File: src/rtl/ahb_burst_master_if.sv
// ahb_burst_master_if: command, write/read data and AHB-Lite master signal bundle.
// Carries ahb_resp only when AHB_MST_HRESP_EN is defined.
interface ahb_burst_master_if #(parameter int ADDR_W = 32, parameter int DATA_W = 32);
   logic              cmd_valid, cmd_ready, cmd_write;
   logic [ADDR_W-1:0] cmd_addr;
   logic [2:0]        cmd_size, cmd_burst;
   logic [DATA_W-1:0] wd_data;
   logic              wd_pop;
   logic [DATA_W-1:0] rd_data;
   logic              rd_valid, rd_last, cmd_done, cmd_err;
   logic              ahb_readyi;
   logic [DATA_W-1:0] ahb_rdata;
   logic              ahb_write;
   logic [ADDR_W-1:0] ahb_addr;
   logic [DATA_W-1:0] ahb_wdata;
   logic [1:0]        ahb_trans;
   logic [2:0]        ahb_size, ahb_burst;
`ifdef AHB_MST_HRESP_EN
   logic              ahb_resp;
`endif
   modport master (
`ifdef AHB_MST_HRESP_EN
      input  ahb_resp,
`endif
      input  cmd_valid, cmd_write, cmd_addr, cmd_size, cmd_burst, wd_data, ahb_readyi, ahb_rdata,
      output cmd_ready, wd_pop, rd_data, rd_valid, rd_last, cmd_done, cmd_err,
             ahb_write, ahb_addr, ahb_wdata, ahb_trans, ahb_size, ahb_burst
   );
   modport slave (
`ifdef AHB_MST_HRESP_EN
      output ahb_resp,
`endif
      output cmd_valid, cmd_write, cmd_addr, cmd_size, cmd_burst, wd_data, ahb_readyi, ahb_rdata,
      input  cmd_ready, wd_pop, rd_data, rd_valid, rd_last, cmd_done, cmd_err,
             ahb_write, ahb_addr, ahb_wdata, ahb_trans, ahb_size, ahb_burst
   );
endinterface

File: src/rtl/ahb_burst_master.sv
// ahb_burst_master: AHB-Lite master issuing SINGLE/INCR4/INCR8 bursts with pipelined beats.
// Define AHB_MST_HRESP_EN to add ahb_resp error handling (cancel burst, cmd_err on completion).
module ahb_burst_master #(parameter int ADDR_W = 32, parameter int DATA_W = 32) (
   input  logic               hclk,
   input  logic               rst_n,
   ahb_burst_master_if.master bus
);
   typedef enum logic [1:0] {S_IDLE, S_ADDR, S_BURST, S_LAST} state_t;
   state_t            state;
   logic [2:0]        cnt, sz, bt;
   logic              cw, err, rsp;
   logic [ADDR_W-1:0] step;
`ifdef AHB_MST_HRESP_EN
   assign rsp = bus.ahb_resp;
`else
   assign rsp = 1'b0;
`endif
   always_comb sz = (bus.cmd_size < 3'd3 || (bus.cmd_size == 3'd3 && DATA_W == 64)) ? bus.cmd_size : 3'd2;
   always_comb bt = (bus.cmd_burst == 3'b011 || bus.cmd_burst == 3'b101) ? bus.cmd_burst : 3'b000;
   assign step = ADDR_W'(1) << bus.ahb_size;
   assign bus.cmd_ready = state == S_IDLE;
   assign bus.wd_pop = (state == S_ADDR || state == S_BURST) && bus.ahb_write && bus.ahb_readyi;
   always_ff @(posedge hclk or negedge rst_n)
      if (!rst_n) begin
         state <= S_IDLE;
         cnt <= '0;
         cw <= 1'b0;
         err <= 1'b0;
         bus.ahb_trans <= 2'b00;
         bus.ahb_addr <= '0;
         bus.ahb_write <= 1'b0;
         bus.ahb_wdata <= '0;
         bus.ahb_size <= 3'b000;
         bus.ahb_burst <= 3'b000;
         bus.rd_data <= '0;
         bus.rd_valid <= 1'b0;
         bus.rd_last <= 1'b0;
         bus.cmd_done <= 1'b0;
         bus.cmd_err <= 1'b0;
      end else begin
         bus.rd_valid <= 1'b0;
         bus.rd_last <= 1'b0;
         bus.cmd_done <= 1'b0;
         bus.cmd_err <= 1'b0;
         case (state)
            S_IDLE: if (bus.cmd_valid) begin
               state <= S_ADDR;
               cw <= bus.cmd_write;
               err <= 1'b0;
               cnt <= bt == 3'b011 ? 3'd3 : bt == 3'b101 ? 3'd7 : 3'd0;
               bus.ahb_trans <= 2'b10;
               bus.ahb_addr <= bus.cmd_addr & ~((ADDR_W'(1) << sz) - ADDR_W'(1));
               bus.ahb_write <= bus.cmd_write;
               bus.ahb_size <= sz;
               bus.ahb_burst <= bt;
            end
            // an error's first cycle (HREADY low) also exits here, abandoning the pending address
            S_ADDR, S_BURST: if (bus.ahb_readyi || (state == S_BURST && rsp)) begin
               if (bus.ahb_readyi && state == S_BURST && !cw) begin
                  bus.rd_data <= bus.ahb_rdata;
                  bus.rd_valid <= 1'b1;
               end
               if (bus.ahb_readyi && cw) bus.ahb_wdata <= bus.wd_data;
               err <= !bus.ahb_readyi;
               if (!bus.ahb_readyi || cnt == 3'd0) begin
                  state <= S_LAST;
                  bus.ahb_trans <= 2'b00;
                  bus.ahb_addr <= '0;
                  bus.ahb_write <= 1'b0;
                  bus.ahb_size <= 3'b000;
                  bus.ahb_burst <= 3'b000;
               end else begin
                  state <= S_BURST;
                  bus.ahb_trans <= 2'b11;
                  bus.ahb_addr <= bus.ahb_addr + step;
                  cnt <= cnt - 3'd1;
               end
            end
            S_LAST: if (bus.ahb_readyi) begin
               state <= S_IDLE;
               bus.cmd_done <= 1'b1;
               bus.cmd_err <= err | rsp;
               bus.ahb_wdata <= '0;
               if (!cw && !(err | rsp)) begin
                  bus.rd_data <= bus.ahb_rdata;
                  bus.rd_valid <= 1'b1;
                  bus.rd_last <= 1'b1;
               end
            end else if (rsp) err <= 1'b1;
            default: state <= S_IDLE;
         endcase
      end
endmodule
File: src/flat_wrapper.sv
// flat-port wrapper written by rule: the top's interface ports become plain ports
module ahb_burst_master_flat 
#(parameter int ADDR_W = 32, parameter int DATA_W = 32)
  (hclk, rst_n, bus_cmd_valid, bus_cmd_write, bus_cmd_addr, bus_cmd_size, bus_cmd_burst, bus_wd_data, bus_ahb_readyi, bus_ahb_rdata, bus_cmd_ready, bus_wd_pop, bus_rd_data, bus_rd_valid, bus_rd_last, bus_cmd_done, bus_cmd_err, bus_ahb_write, bus_ahb_addr, bus_ahb_wdata, bus_ahb_trans, bus_ahb_size, bus_ahb_burst);
  ahb_burst_master_if #(.ADDR_W(ADDR_W), .DATA_W(DATA_W)) bus_i ();
  input  logic hclk;
  input  logic rst_n;
  input wire logic [$bits(bus_i.cmd_valid)-1:0] bus_cmd_valid;
  input wire logic [$bits(bus_i.cmd_write)-1:0] bus_cmd_write;
  input wire logic [$bits(bus_i.cmd_addr)-1:0] bus_cmd_addr;
  input wire logic [$bits(bus_i.cmd_size)-1:0] bus_cmd_size;
  input wire logic [$bits(bus_i.cmd_burst)-1:0] bus_cmd_burst;
  input wire logic [$bits(bus_i.wd_data)-1:0] bus_wd_data;
  input wire logic [$bits(bus_i.ahb_readyi)-1:0] bus_ahb_readyi;
  input wire logic [$bits(bus_i.ahb_rdata)-1:0] bus_ahb_rdata;
  output wire logic [$bits(bus_i.cmd_ready)-1:0] bus_cmd_ready;
  output wire logic [$bits(bus_i.wd_pop)-1:0] bus_wd_pop;
  output wire logic [$bits(bus_i.rd_data)-1:0] bus_rd_data;
  output wire logic [$bits(bus_i.rd_valid)-1:0] bus_rd_valid;
  output wire logic [$bits(bus_i.rd_last)-1:0] bus_rd_last;
  output wire logic [$bits(bus_i.cmd_done)-1:0] bus_cmd_done;
  output wire logic [$bits(bus_i.cmd_err)-1:0] bus_cmd_err;
  output wire logic [$bits(bus_i.ahb_write)-1:0] bus_ahb_write;
  output wire logic [$bits(bus_i.ahb_addr)-1:0] bus_ahb_addr;
  output wire logic [$bits(bus_i.ahb_wdata)-1:0] bus_ahb_wdata;
  output wire logic [$bits(bus_i.ahb_trans)-1:0] bus_ahb_trans;
  output wire logic [$bits(bus_i.ahb_size)-1:0] bus_ahb_size;
  output wire logic [$bits(bus_i.ahb_burst)-1:0] bus_ahb_burst;
  assign bus_i.cmd_valid = bus_cmd_valid;
  assign bus_i.cmd_write = bus_cmd_write;
  assign bus_i.cmd_addr = bus_cmd_addr;
  assign bus_i.cmd_size = bus_cmd_size;
  assign bus_i.cmd_burst = bus_cmd_burst;
  assign bus_i.wd_data = bus_wd_data;
  assign bus_i.ahb_readyi = bus_ahb_readyi;
  assign bus_i.ahb_rdata = bus_ahb_rdata;
  assign bus_cmd_ready = bus_i.cmd_ready;
  assign bus_wd_pop = bus_i.wd_pop;
  assign bus_rd_data = bus_i.rd_data;
  assign bus_rd_valid = bus_i.rd_valid;
  assign bus_rd_last = bus_i.rd_last;
  assign bus_cmd_done = bus_i.cmd_done;
  assign bus_cmd_err = bus_i.cmd_err;
  assign bus_ahb_write = bus_i.ahb_write;
  assign bus_ahb_addr = bus_i.ahb_addr;
  assign bus_ahb_wdata = bus_i.ahb_wdata;
  assign bus_ahb_trans = bus_i.ahb_trans;
  assign bus_ahb_size = bus_i.ahb_size;
  assign bus_ahb_burst = bus_i.ahb_burst;
  ahb_burst_master #(.ADDR_W(ADDR_W), .DATA_W(DATA_W)) u_core (.hclk(hclk), .rst_n(rst_n), .bus(bus_i));
endmodule
File: config.mk
export PLATFORM = sky130hd
export DESIGN_NAME = ahb_burst_master_flat
export DESIGN_NICKNAME = d
export VERILOG_FILES = /design/src/rtl/ahb_burst_master_if.sv /design/src/rtl/ahb_burst_master.sv /design/src/flat_wrapper.sv
export SDC_FILE = /design/constraint.sdc
export NUM_CORES = 1
export LEC_CHECK = 0
export ABC_AREA = 1
export CORE_MARGIN = 2
export CORE_UTILIZATION = 45
export CTS_CLUSTER_SIZE = 8
export DETAILED_ROUTE_END_ITERATION = 7
export PLACE_DENSITY = 0.87
export SLEW_MARGIN = 10
export SYNTH_ARGS = -nofsm -noshare
export SYNTH_HDL_FRONTEND = slang
export SYNTH_SLANG_ARGS = --single-unit
File: constraint.sdc
create_clock -name hclk -period 2.4 [get_ports hclk]
set_input_delay 0.48 -clock hclk [delete_from_list [all_inputs] [get_ports hclk]]
set_output_delay 0.48 -clock hclk [all_outputs]
set_load 0.05 [all_outputs]
# After elaboration in Yosys (flattened, before gate mapping)
# Index checks and enable logic that the tools add are counted.
# op_classes
addsub	3
n_lt_le_gt_ge	1
n_eq_ne	15
shifts	2
mux	53
n_bitwise	3
reduce_logical	25
# op_table
operator	n
two-way mux 32 bit	10
one-hot mux 32 bit (2 select lines)	3
left shift 1 x 3 -> 32 bit (first input constant)	2
two-way mux 3 bit	11
adder 32 bit	1
AND 32 bit	1
inverter 32 bit	1
subtractor 32 x 1 -> 32 bit (second input constant)	1
one-hot mux 3 bit (2 select lines)	3
two-way mux 1 bit	15
two-way mux 2 bit	6
AND reduction 4 bit	3
AND reduction 3 bit	3
!= test 2 x 1 -> 1 bit (second input constant)	4
!= test 2 bit (second input constant)	4
equality test 3 x 2 -> 1 bit (second input constant)	2
equality test 3 bit (second input constant)	2
logical AND 1 bit	6
one-hot mux 1 bit (2 select lines)	3
one-hot mux 2 bit (3 select lines)	1
AND reduction 5 bit	1
equality test 2 bit (second input constant)	2
one-hot mux 2 bit (2 select lines)	1
nonzero test 2 bit	2
other kinds (10)	14
# word_totals
register_bits	116
word_cells	117

# Longest topological paths before layout
# Gate-level depths: netlist of run 1.
# logic_depth
depth_word	8
depth_mapped	15

# Worst setup path before layout of run 1
# OpenSTA, ideal clock, no wires.
# synth_timing
path_type	flip-flop to flip-flop
start	register u_core.bus.ahb_size[0] (netlist bit)
end	register u_core.bus.ahb_addr[28] (netlist bit)
arrival_ns	2.353
t_required_ns	2.278
setup_slack_ns	-0.075
stages_incl_launch_ff	13
n_path_buf	0
synth_period_minus_slack_ns	2.475
cell_sequence	dfrtp_1 inv_1 nor3_1 inv_1 fa_1 o21ai_2 nand2_2 nand2_4 nand2_1 nor2_1 nand3_1 nand2_1 a21boi_1
# synth_via
elab_chain_cells	5
# synth_rtl
item	line_no	source
from (decl)	ahb_burst_master_if.sv:27	ahb_write, ahb_addr, ahb_wdata, ahb_trans, ahb_size, ahb_burst
from (signal assigned)	ahb_burst_master.sv:54	bus.ahb_size <= sz;
left shift 1 x 3 -> 32 bit	ahb_burst_master.sv:20	assign step = ADDR_W'(1) << bus.ahb_size;
adder 32 bit	ahb_burst_master.sv:75	bus.ahb_addr <= bus.ahb_addr + step;
two-way mux 32 bit	ahb_burst_master.sv:65	if (!bus.ahb_readyi || cnt == 3'd0) begin
two-way mux 32 bit	ahb_burst_master.sv:58	S_ADDR, S_BURST: if (bus.ahb_readyi || (state == S_BURST && rsp)) begin
one-hot mux 32 bit (2 select lines)	ahb_burst_master.sv:45	case (state)
to (signal assigned)	ahb_burst_master.sv:52	bus.ahb_addr <= bus.cmd_addr & ~((ADDR_W'(1) << sz) - ADDR_W'(1));
to (signal assigned)	ahb_burst_master.sv:75	
to (decl)	ahb_burst_master_if.sv:27	
# No other way between the ends. The select of a mux whose other input is x is not followed.
# A chain may end at the register's enable or synchronous reset.

# Worst setup path after layout of run 1
# layout_timing
start	register u_core.bus.ahb_size[0] (netlist bit)
end	register u_core.bus.ahb_addr[20] (netlist bit)
# Same word-level chain as after synthesis.

==> results.md, run 1 <==
| Item | This run | Unit |
|---|---|---|
| Run status | complete, no violations | - |
| Initial standard-cell utilization of the core | 0.4639 | - |
| Number of cells on the worst hold path | 2 | - |
| Average detailed-routed wire length per instance | 15.61 | um |
| Placer Congestion | 0.9361 | - |
| Startpoint of the tightest hold check path | u_core.bus.ahb_wdata[7] | - |
| Setup violations, final | 0 | - |
| Overall Global Routing Usage | 0.2545 | - |
| Final worst-path cycle share | 0.9424 | - |
| FF-to-FF path depth | 12 | - |
| Arrival time worst endpoint | 2.59 | ns |
| Class of the tightest hold or removal check | flop to flop | - |
| Flop2flop setup slack | 0.14 | ns |
| Cell area after layout | 9266 | um2 |
| Number of global-route vias before repair | 6041 | - |
| CTS buffer count | 17 | - |
| Dpl cell area | 8608 | um2 |
| Worst path cell trace | nor3_2 > ha_2 > inv_1 > fa_2 > o21ai_2 > nand2_2 > nand2_4 > buf_4 > nand3_1 > nand2_1 > nand3_1 > a22oi_1 | - |
| Net Switching | 0.007969 | W |
| First-pass GRT wire length | 29410 | um |
| Worst Hold Endpoint | u_core.bus.ahb_wdata[7] | - |
| CTS tree | built | - |
| Count of H-tree levels built during CTS | 4 | - |
| Mean instance size in the synthesized netlist | 8.379 | um2 |
| Inserted Diodes | 0 | - |
| Met2 usage | 0.4308 | - |
| Die footprint | 14710 | um2 |
| Part of the total power dissipated in combinational logic | 0.608 | - |
| Proportion of layout cells with a drive suffix above 1 | 0.1001 | - |
| Commonest non-fill, non-tap cell in the layout | sky130_fd_sc_hd__clkdlybuf4s50_1 | - |
| Kind of end point of the critical path | flop | - |
| Number of nets produced by synthesis | 862 | - |
| Net switching fraction of the power | 0.5070 | - |
| Max clock buf depth | 2 | - |
| Final setup slack of the worst path | 0.1383 | ns |
| Count of buffer and inverter cells on the critical path | 2 | - |
| Most repeated library cell on the critical path | sky130_fd_sc_hd__nand3_1 | - |
| Final hold vios | 0 | - |
| Sum of overflow across all layers after global routing | 0 | - |
| Power share of the sequential group | 0.234 | - |
| Met1 GRT Util | 0.3002 | - |
| Transition time of the tightest slew-check pin | 0.5368 | ns |
| Wirelength, routed | 18030 | um |
| Layout filler cell count | 1040 | - |
| Maximum number of pins on one net before global-route repair | 65 | - |
| Number of distinct standard cells referenced by the synthesized netlist | 46 | - |
| Worst slack, placed | 0.006851 | ns |
| Met3 usage in global routing | 0.07801 | - |
| Gate count of the mapped netlist | 739 | - |
| Count of placed standard cells including taps | 1118 | - |
| Total leakage power | 4.192 | nW |
| Levels on crit path | 12 | - |
| Final ANT Viol Nets | 0 | - |
| Count of pins on the block boundary | 218 | - |
| Destination of the worst register-to-register timing path | u_core.bus.ahb_addr[20] | - |
| Max Cap Violations | 0 | - |
| Horizontal die dimension | 121.3 | um |
| Worst-case clock skew | 0.009055 | ns |
| Final hold slack | 0.4792 | ns |
| Most frequently used flop master after synthesis | sky130_fd_sc_hd__dfrtp_1 | - |
| Setup TNS | 0 | ns |
| Portion of total power attributed to the clock network | 0.159 | - |
| Total number of yosys warnings | 0 | - |
| Tmin final | 2.262 | ns |
| Height of the chip | 121.3 | um |
| Final Non-Filler Cells | 1155 | - |
| Category of the most critical setup path | flop to flop | - |
| Peak-usage layer in the global routing report | met2 | - |
| Worst path top cell family by delay | simple AND/OR/NAND/NOR gates | - |
| Largest incremental delay on the critical path | 0.45 | ns |
| Share of synthesized registers carrying an async set or reset | 1.000 | - |
| Internal power | 0.007749 | W |
| Maximum fanout count along the critical path | 9 | - |
| Count of buffers inserted at the top-level ports | 217 | - |
| Combined area of all synthesized cells | 6192 | um2 |
| Worst reg2reg startpoint | u_core.bus.ahb_size[0] | - |
| Number of rows created at floorplan | 42 | - |
| Post-synthesis sequential area ratio | 0.4688 | - |
| Worst-case headroom to the max-slew limit | 0.6410 | - |
| Number of DRC markers after the initial detailed-route iteration | 485 | - |
| Total via count in the routed design | 6031 | - |
| Count of flip-flops with a built-in enable after synthesis | 0 | - |
| # clock sinks | 116 | - |
| Worst Setup Start Kind | flop | - |
| Worst-path cell with the longest stage delay | sky130_fd_sc_hd__dfrtp_2 | - |
| Std-Cell Core Area | 13350 | um2 |
| Clock slew at the register clock pins of the worst setup and hold paths | 0.05 | ns |
| Clock tree root buffer cell | sky130_fd_sc_hd__clkbuf_16 | - |
| Initial antenna violation count | 0 | - |
| Max-slew violation count | 0 | - |
| Signed area change from the synthesized netlist to the final layout | 49.65 | % |
| Detailed-router iteration count before antenna repair | 5 | - |
| Post-DP HPWL | 13020 | um |
| Total DRC errors in the routed layout | 0 | - |
| Highest-count cells in the layout ignoring fill and taps | sky130_fd_sc_hd__clkdlybuf4s50_1, sky130_fd_sc_hd__nand2_1, sky130_fd_sc_hd__dfrtp_1 | - |
| Peak supply drop | 1.139 | mV |
| Vias per inst | 5.222 | - |
| Final-stage net count | 1090 | - |
| Highest attainable clock frequency | 0.4421 | GHz |
| Critical Path RT | 2.73 | ns |
| Seq cells post-synth | 116 | - |
| Power per standard cell area | 1696 | nW/um2 |
| Clock latency on the worst-skew pair | 0.41 | ns |
-- tightest hold or removal path: cells and delay by family (launching register included) --
family	cells	cell delay, ns
flops	1	0.34
compound gates	1	0.06
simple gates	1	0.05
-- final cells by class --
class / instances / area [um2] / share of cell area
sequential: 116 / 2907 / 0.3137
multi-input combinational: 516 / 2894 / 0.3123
timing repair buffer: 235 / 2365 / 0.2552
clock buffer: 20 / 446.7 / 0.04820
inverter: 81 / 304.0 / 0.03281
tap: 176 / 220.2 / 0.02376
clock inverter: 11 / 130.1 / 0.01404
-- power by group through the flow --
stage / registers [W] / clock network (W) / logic, W
2_1_floorplan: 0.00651 / 0 / 0.00354
3_3_place_gp: 0.00363 / 0 / 0.00934
3_5_place_dp: 0.00367 / 0 / 0.00947
4_1_cts: 0.00366 / 0.00252 / 0.00955
5_1_grt: 0.00379 / 0.00261 / 0.0103
6_report: 0.00368 / 0.00249 / 0.00955
-- state kept, by name, indices dropped and copies added (netlist names) --
name / cells
u_core.bus.ahb_write: 1
u_core.bus.rd_data: 32
u_core.state: 2
u_core.cnt: 3
u_core.bus.rd_last: 1
u_core.bus.ahb_wdata: 32
u_core.bus.ahb_addr: 32
u_core.cw: 1
u_core.bus.ahb_size: 3
u_core.bus.ahb_trans: 2
u_core.bus.cmd_done: 1
u_core.bus.ahb_burst: 3
u_core.bus.rd_valid: 1
u_core.bus.cmd_err: 1
u_core.err: 1
-- per-stage QoR --
| step | util | power (W) |
|---|---|---|
| 5_1_grt | 0.6942 | 0.01666 |
| 3_3_place_gp | 0.6449 | 0.01297 |
| 3_5_place_dp | 0.6449 | 0.01315 |
| 2_1_floorplan | - | 0.01005 |
| 4_1_cts | 0.6889 | 0.01573 |
| 6_report | 0.6942 | 0.01572 |
-- cells in the mapped netlist (3+ instances only) --
| master | count | share of area |
|---|---|---|
| sky130_fd_sc_hd__nor2_2 | 4 | 0.0040 |
| sky130_fd_sc_hd__o21ai_1 | 10 | 0.0081 |
| sky130_fd_sc_hd__dfrtp_1 | 116 | 0.47 |
| sky130_fd_sc_hd__inv_2 | 4 | 0.0024 |
| sky130_fd_sc_hd__o22ai_1 | 3 | 0.0030 |
| sky130_fd_sc_hd__nand3_2 | 4 | 0.0065 |
| sky130_fd_sc_hd__or2_2 | 3 | 0.0030 |
| sky130_fd_sc_hd__a21oi_1 | 36 | 0.029 |
| sky130_fd_sc_hd__a2bb2oi_1 | 5 | 0.0071 |
| sky130_fd_sc_hd__mux2_1 | 30 | 0.055 |
| sky130_fd_sc_hd__nor3_1 | 12 | 0.0097 |
| sky130_fd_sc_hd__nand2_2 | 5 | 0.0051 |
| sky130_fd_sc_hd__a31oi_1 | 7 | 0.0071 |
| sky130_fd_sc_hd__buf_2 | 13 | 0.011 |
| sky130_fd_sc_hd__inv_1 | 77 | 0.047 |
| sky130_fd_sc_hd__clkbuf_1 | 8 | 0.0048 |
| sky130_fd_sc_hd__a21oi_2 | 4 | 0.0057 |
| sky130_fd_sc_hd__o21ai_0 | 46 | 0.037 |
| sky130_fd_sc_hd__nand4_1 | 11 | 0.011 |
| sky130_fd_sc_hd__o21ai_2 | 3 | 0.0042 |
| sky130_fd_sc_hd__a22oi_1 | 8 | 0.0097 |
| sky130_fd_sc_hd__nand3_1 | 43 | 0.035 |
| sky130_fd_sc_hd__nand2_1 | 185 | 0.11 |
| sky130_fd_sc_hd__a21boi_1 | 13 | 0.016 |
| sky130_fd_sc_hd__nor2_1 | 47 | 0.028 |
| sky130_fd_sc_hd__ha_1 | 15 | 0.030 |
-- timing repair --
action	in CTS	in global routing
endpoints found under the hold margin	25	0
resized for setup	0	11
setup endpoints to repair	0	17
hold buffers	1	0
buffers inserted	0	5
-- kinds of logic after synthesis --
logic type,synth area share
and+or+nand+nor,0.2269
AOI/OAI and AO/OA,0.1382
buffers and inverters,0.07173
DFF,0.4688
xor gates and xnor gates,0.001415
muxes,0.05819
adders and majority gates,0.03354
other,0.001213
-- worst max path at each step --
| stage | end | startpoint | slack, ns |
|---|---|---|---|
| floorplan | u_core.bus.ahb_addr[28] | u_core.bus.ahb_size[2] | 0.02 |
| global placement | u_core.bus.ahb_addr[28] | u_core.bus.ahb_size[0] | 0.08 |
| detailed placement | u_core.bus.ahb_addr[28] | u_core.bus.ahb_size[0] | 0.007 |
| CTS | u_core.bus.ahb_addr[28] | u_core.bus.ahb_size[0] | 0.004 |
| global route | u_core.bus.ahb_addr[26] | u_core.bus.ahb_size[0] | -0.03 |
| finish | u_core.bus.ahb_addr[20] | u_core.bus.ahb_size[0] | 0.14 |
-- metal layers --
metal	share of wire	wire length [um]	up-vias
met4	0.023	422	0
li1	-	-	2906
met5	0	0	-
met2	0.50	8976	253
met1	0.39	7112	2832
met3	0.084	1521	40
Power figures use the tool's default switching activity.
==> run 2, diff against run 1 <==
--- a/config.mk
+++ b/config.mk
@@ -7,10 +7,11 @@
 export LEC_CHECK = 0
 export ABC_AREA = 1
 export CORE_MARGIN = 2
-export CORE_UTILIZATION = 45
+export CORE_UTILIZATION = 30
+export CTS_CLUSTER_DIAMETER = 80
 export CTS_CLUSTER_SIZE = 8
 export DETAILED_ROUTE_END_ITERATION = 7
-export PLACE_DENSITY = 0.87
+export PLACE_DENSITY = 0.64
 export SLEW_MARGIN = 10
 export SYNTH_ARGS = -nofsm -noshare
 export SYNTH_HDL_FRONTEND = slang
==> run 2 against run 1 <==
  * Non-clock buffer count is 4 higher
  * Core utilization is 23 points lower
  * Critical path depth is 1 higher
  * Sequential share of layout area is 0.65 points lower
  * Final cell count is 8.6% higher
  * Wire length is 3.4% higher
  * Via count is 3.6% lower
  * Maximum frequency is 1.2% lower
  * Register-to-register slack worse by 0.03 ns
  * Clock skew hardly changed
  * Sequential power hardly changed
  * Worst hold slack worse by 0.42 ns
  * Critical path type unchanged
  * Largest cell class is now multi-input combinational cells
  * Highest routed layer unchanged
==> results.md, run 2 (synthesis gave the netlist of run 1 again) <==
| Item | This run | Unit |
|---|---|---|
| Run status | complete, no violations | - |
| Wirelength, routed | 18650 | um |
| Worst reg2reg startpoint | u_core.bus.ahb_size[1] | - |
| Max-slew violation count | 0 | - |
| Worst slack, placed | 0.009620 | ns |
| Worst-case headroom to the max-slew limit | 0.5900 | - |
| Final setup slack of the worst path | 0.1107 | ns |
| Category of the most critical setup path | flop to flop | - |
| Clock latency on the worst-skew pair | 0.41 | ns |
| Clock slew at the register clock pins of the worst setup and hold paths | 0.06 | ns |
| Die footprint | 21810 | um2 |
| Highest routing layer actually used | met4 | - |
| Maximum fanout count along the critical path | 6 | - |
| Proportion of layout cells with a drive suffix above 1 | 0.1098 | - |
| Launch point of the worst path | u_core.bus.ahb_size[1] | - |
| Number of DRC markers after the initial detailed-route iteration | 335 | - |
| Signed area change from the synthesized netlist to the final layout | 52.74 | % |
| Power per standard cell area | 1675 | nW/um2 |
| Class of the tightest hold or removal check | input port to async pin | - |
| Post-DP HPWL | 13770 | um |
| First-pass GRT wire length | 29860 | um |
| Total DRC errors in the routed layout | 0 | - |
| Final hold slack | 0.06018 | ns |
| Highest-count cells in the layout ignoring fill and taps | sky130_fd_sc_hd__clkdlybuf4s50_1, sky130_fd_sc_hd__nand2_1, sky130_fd_sc_hd__dfrtp_1 | - |
| Total leakage power | 4.231 | nW |
| Final-stage net count | 1094 | - |
| Average detailed-routed wire length per instance | 14.87 | um |
| CTS tree | built | - |
| Worst Setup Start Kind | flop | - |
| Highest attainable clock frequency | 0.4368 | GHz |
| Horizontal die dimension | 147.7 | um |
| Hold bufs inserted after CTS | 0 | - |
| Initial standard-cell utilization of the core | 0.3060 | - |
| Max clock buf depth | 2 | - |
| Detailed-router iteration count before antenna repair | 7 | - |
| Tmin final | 2.289 | ns |
| Count of pins on the block boundary | 218 | - |
| Vias per inst | 4.635 | - |
| Final worst-path cycle share | 0.9539 | - |
| Design Power | 0.01584 | W |
| WL met3 | 1375 | um |
| Count of buffers inserted at the top-level ports | 217 | - |
| Overall Global Routing Usage | 0.1736 | - |
| Height of the chip | 147.7 | um |
| Commonest non-fill, non-tap cell in the layout | sky130_fd_sc_hd__clkdlybuf4s50_1 | - |
| Max Cap Violations | 0 | - |
| Setup violations, final | 0 | - |
| Metal1 wirelength | 8256 | um |
| Kind of end point of the critical path | flop | - |
| Largest regs | u_core.bus.ahb_addr (32), u_core.bus.ahb_wdata (32), u_core.bus.rd_data (32) | - |
| CTS buffer count | 17 | - |
| Sum of overflow across all layers after global routing | 0 | - |
| Placer Congestion | 0.9001 | - |
| Maximum number of pins on one net before global-route repair | 65 | - |
| Final ANT Viol Nets | 0 | - |
| Worst-case clock skew | 0.008793 | ns |
| Transition time of the tightest slew-check pin | 0.6150 | ns |
| Arrival time worst endpoint | 2.59 | ns |
| Count of H-tree levels built during CTS | 4 | - |
| Number of global-route vias before repair | 5622 | - |
| Routed length on met2 | 8748 | um |
| # clock sinks | 116 | - |
| RSZ-0062 raised after global routing | true | - |
| Initial antenna violation count | 0 | - |
| Total via count in the routed design | 5812 | - |
| Peak supply drop | 0.7802 | mV |
| Clock tree root buffer cell | sky130_fd_sc_hd__clkbuf_16 | - |
| Final hold vios | 0 | - |
| Number of rows created at floorplan | 52 | - |
| Std-Cell Core Area | 20230 | um2 |
| Inserted Diodes | 0 | - |
| Critical Path RT | 2.70 | ns |
==> run 2: layout make-up <==
class                           instances  area, um2
Clock inverter                         15      170.2
Multi-Input combinational cell        516       2907
Inverter                               81      304.0
Timing Repair Buffer                  239       2409
Fill cell                            1919      10780
Sequential cell                       116       2905
Clock buffer                           17      425.4
Tap cell                              270      337.8
==> run 2: final timing paths <==
| path | cells after the start | end | slack, ns |
|---|---|---|---|
| max | 13 | u_core.bus.ahb_addr[28] | 0.11 |
| min | 1 | u_core.bus.ahb_addr[23] | 0.06 |
| max reg2reg | 13 | u_core.bus.ahb_addr[28] | 0.11 |
| min reg2reg | 2 | u_core.bus.ahb_trans[1] | 0.48 |
| max in group asynchronous | 2 | u_core.bus.ahb_wdata[9] | 1.72 |
| min in group hclk | 2 | u_core.bus.ahb_trans[1] | 0.48 |
==> run 2: timing repair <==
action | in CTS | in global routing
resized for setup | 0 | 17
pin swaps | 1 | 12
setup endpoints to repair | 2 | 16
buffers inserted | 0 | 8
==> run 2: critical path: stages, from the launching register on <==
cell and delay (ns):
sky130_fd_sc_hd__dfrtp_2 0.44, sky130_fd_sc_hd__nor3_2 0.19, sky130_fd_sc_hd__ha_2 0.20, sky130_fd_sc_hd__inv_2 0.04
sky130_fd_sc_hd__fa_2 0.37, sky130_fd_sc_hd__o21ai_2 0.19, sky130_fd_sc_hd__nand2_2 0.11, sky130_fd_sc_hd__nand2_4 0.13
sky130_fd_sc_hd__buf_12 0.11, sky130_fd_sc_hd__nand2_2 0.07, sky130_fd_sc_hd__nor2_2 0.11, sky130_fd_sc_hd__nand3_1 0.08
sky130_fd_sc_hd__nand2_1 0.08, sky130_fd_sc_hd__a21boi_2 0.05
==> run 2: where the power goes <==
group | switching, W | internal (W)
Sequential | 0.000761 | 0.00293
Clock | 0.00104 | 0.00156
Combinational | 0.00627 | 0.00329
==> run 2: metal layers <==
| metal | global-route usage | vias to the layer above |
|---|---|---|
| li1 | - | 2924 |
| met1 | 0.2231 | 2701 |
| met3 | 0.05309 | 19 |
| met2 | 0.2819 | 168 |
| met4 | 0.05288 | 0 |
| met5 | 0 | - |
==> run 2: through the flow <==
step           cell area (um2)  utilization  TNS (ns)  std cells
3_5_place_dp              8741       0.4320         0       1214
5_1_grt                   9458       0.4674   -0.2430       1254
2_1_floorplan             6195            -         0        739
4_1_cts                   9336       0.4614         0       1246
3_3_place_gp              8741       0.4320         0       1214
6_report                  9458       0.4674         0       1254
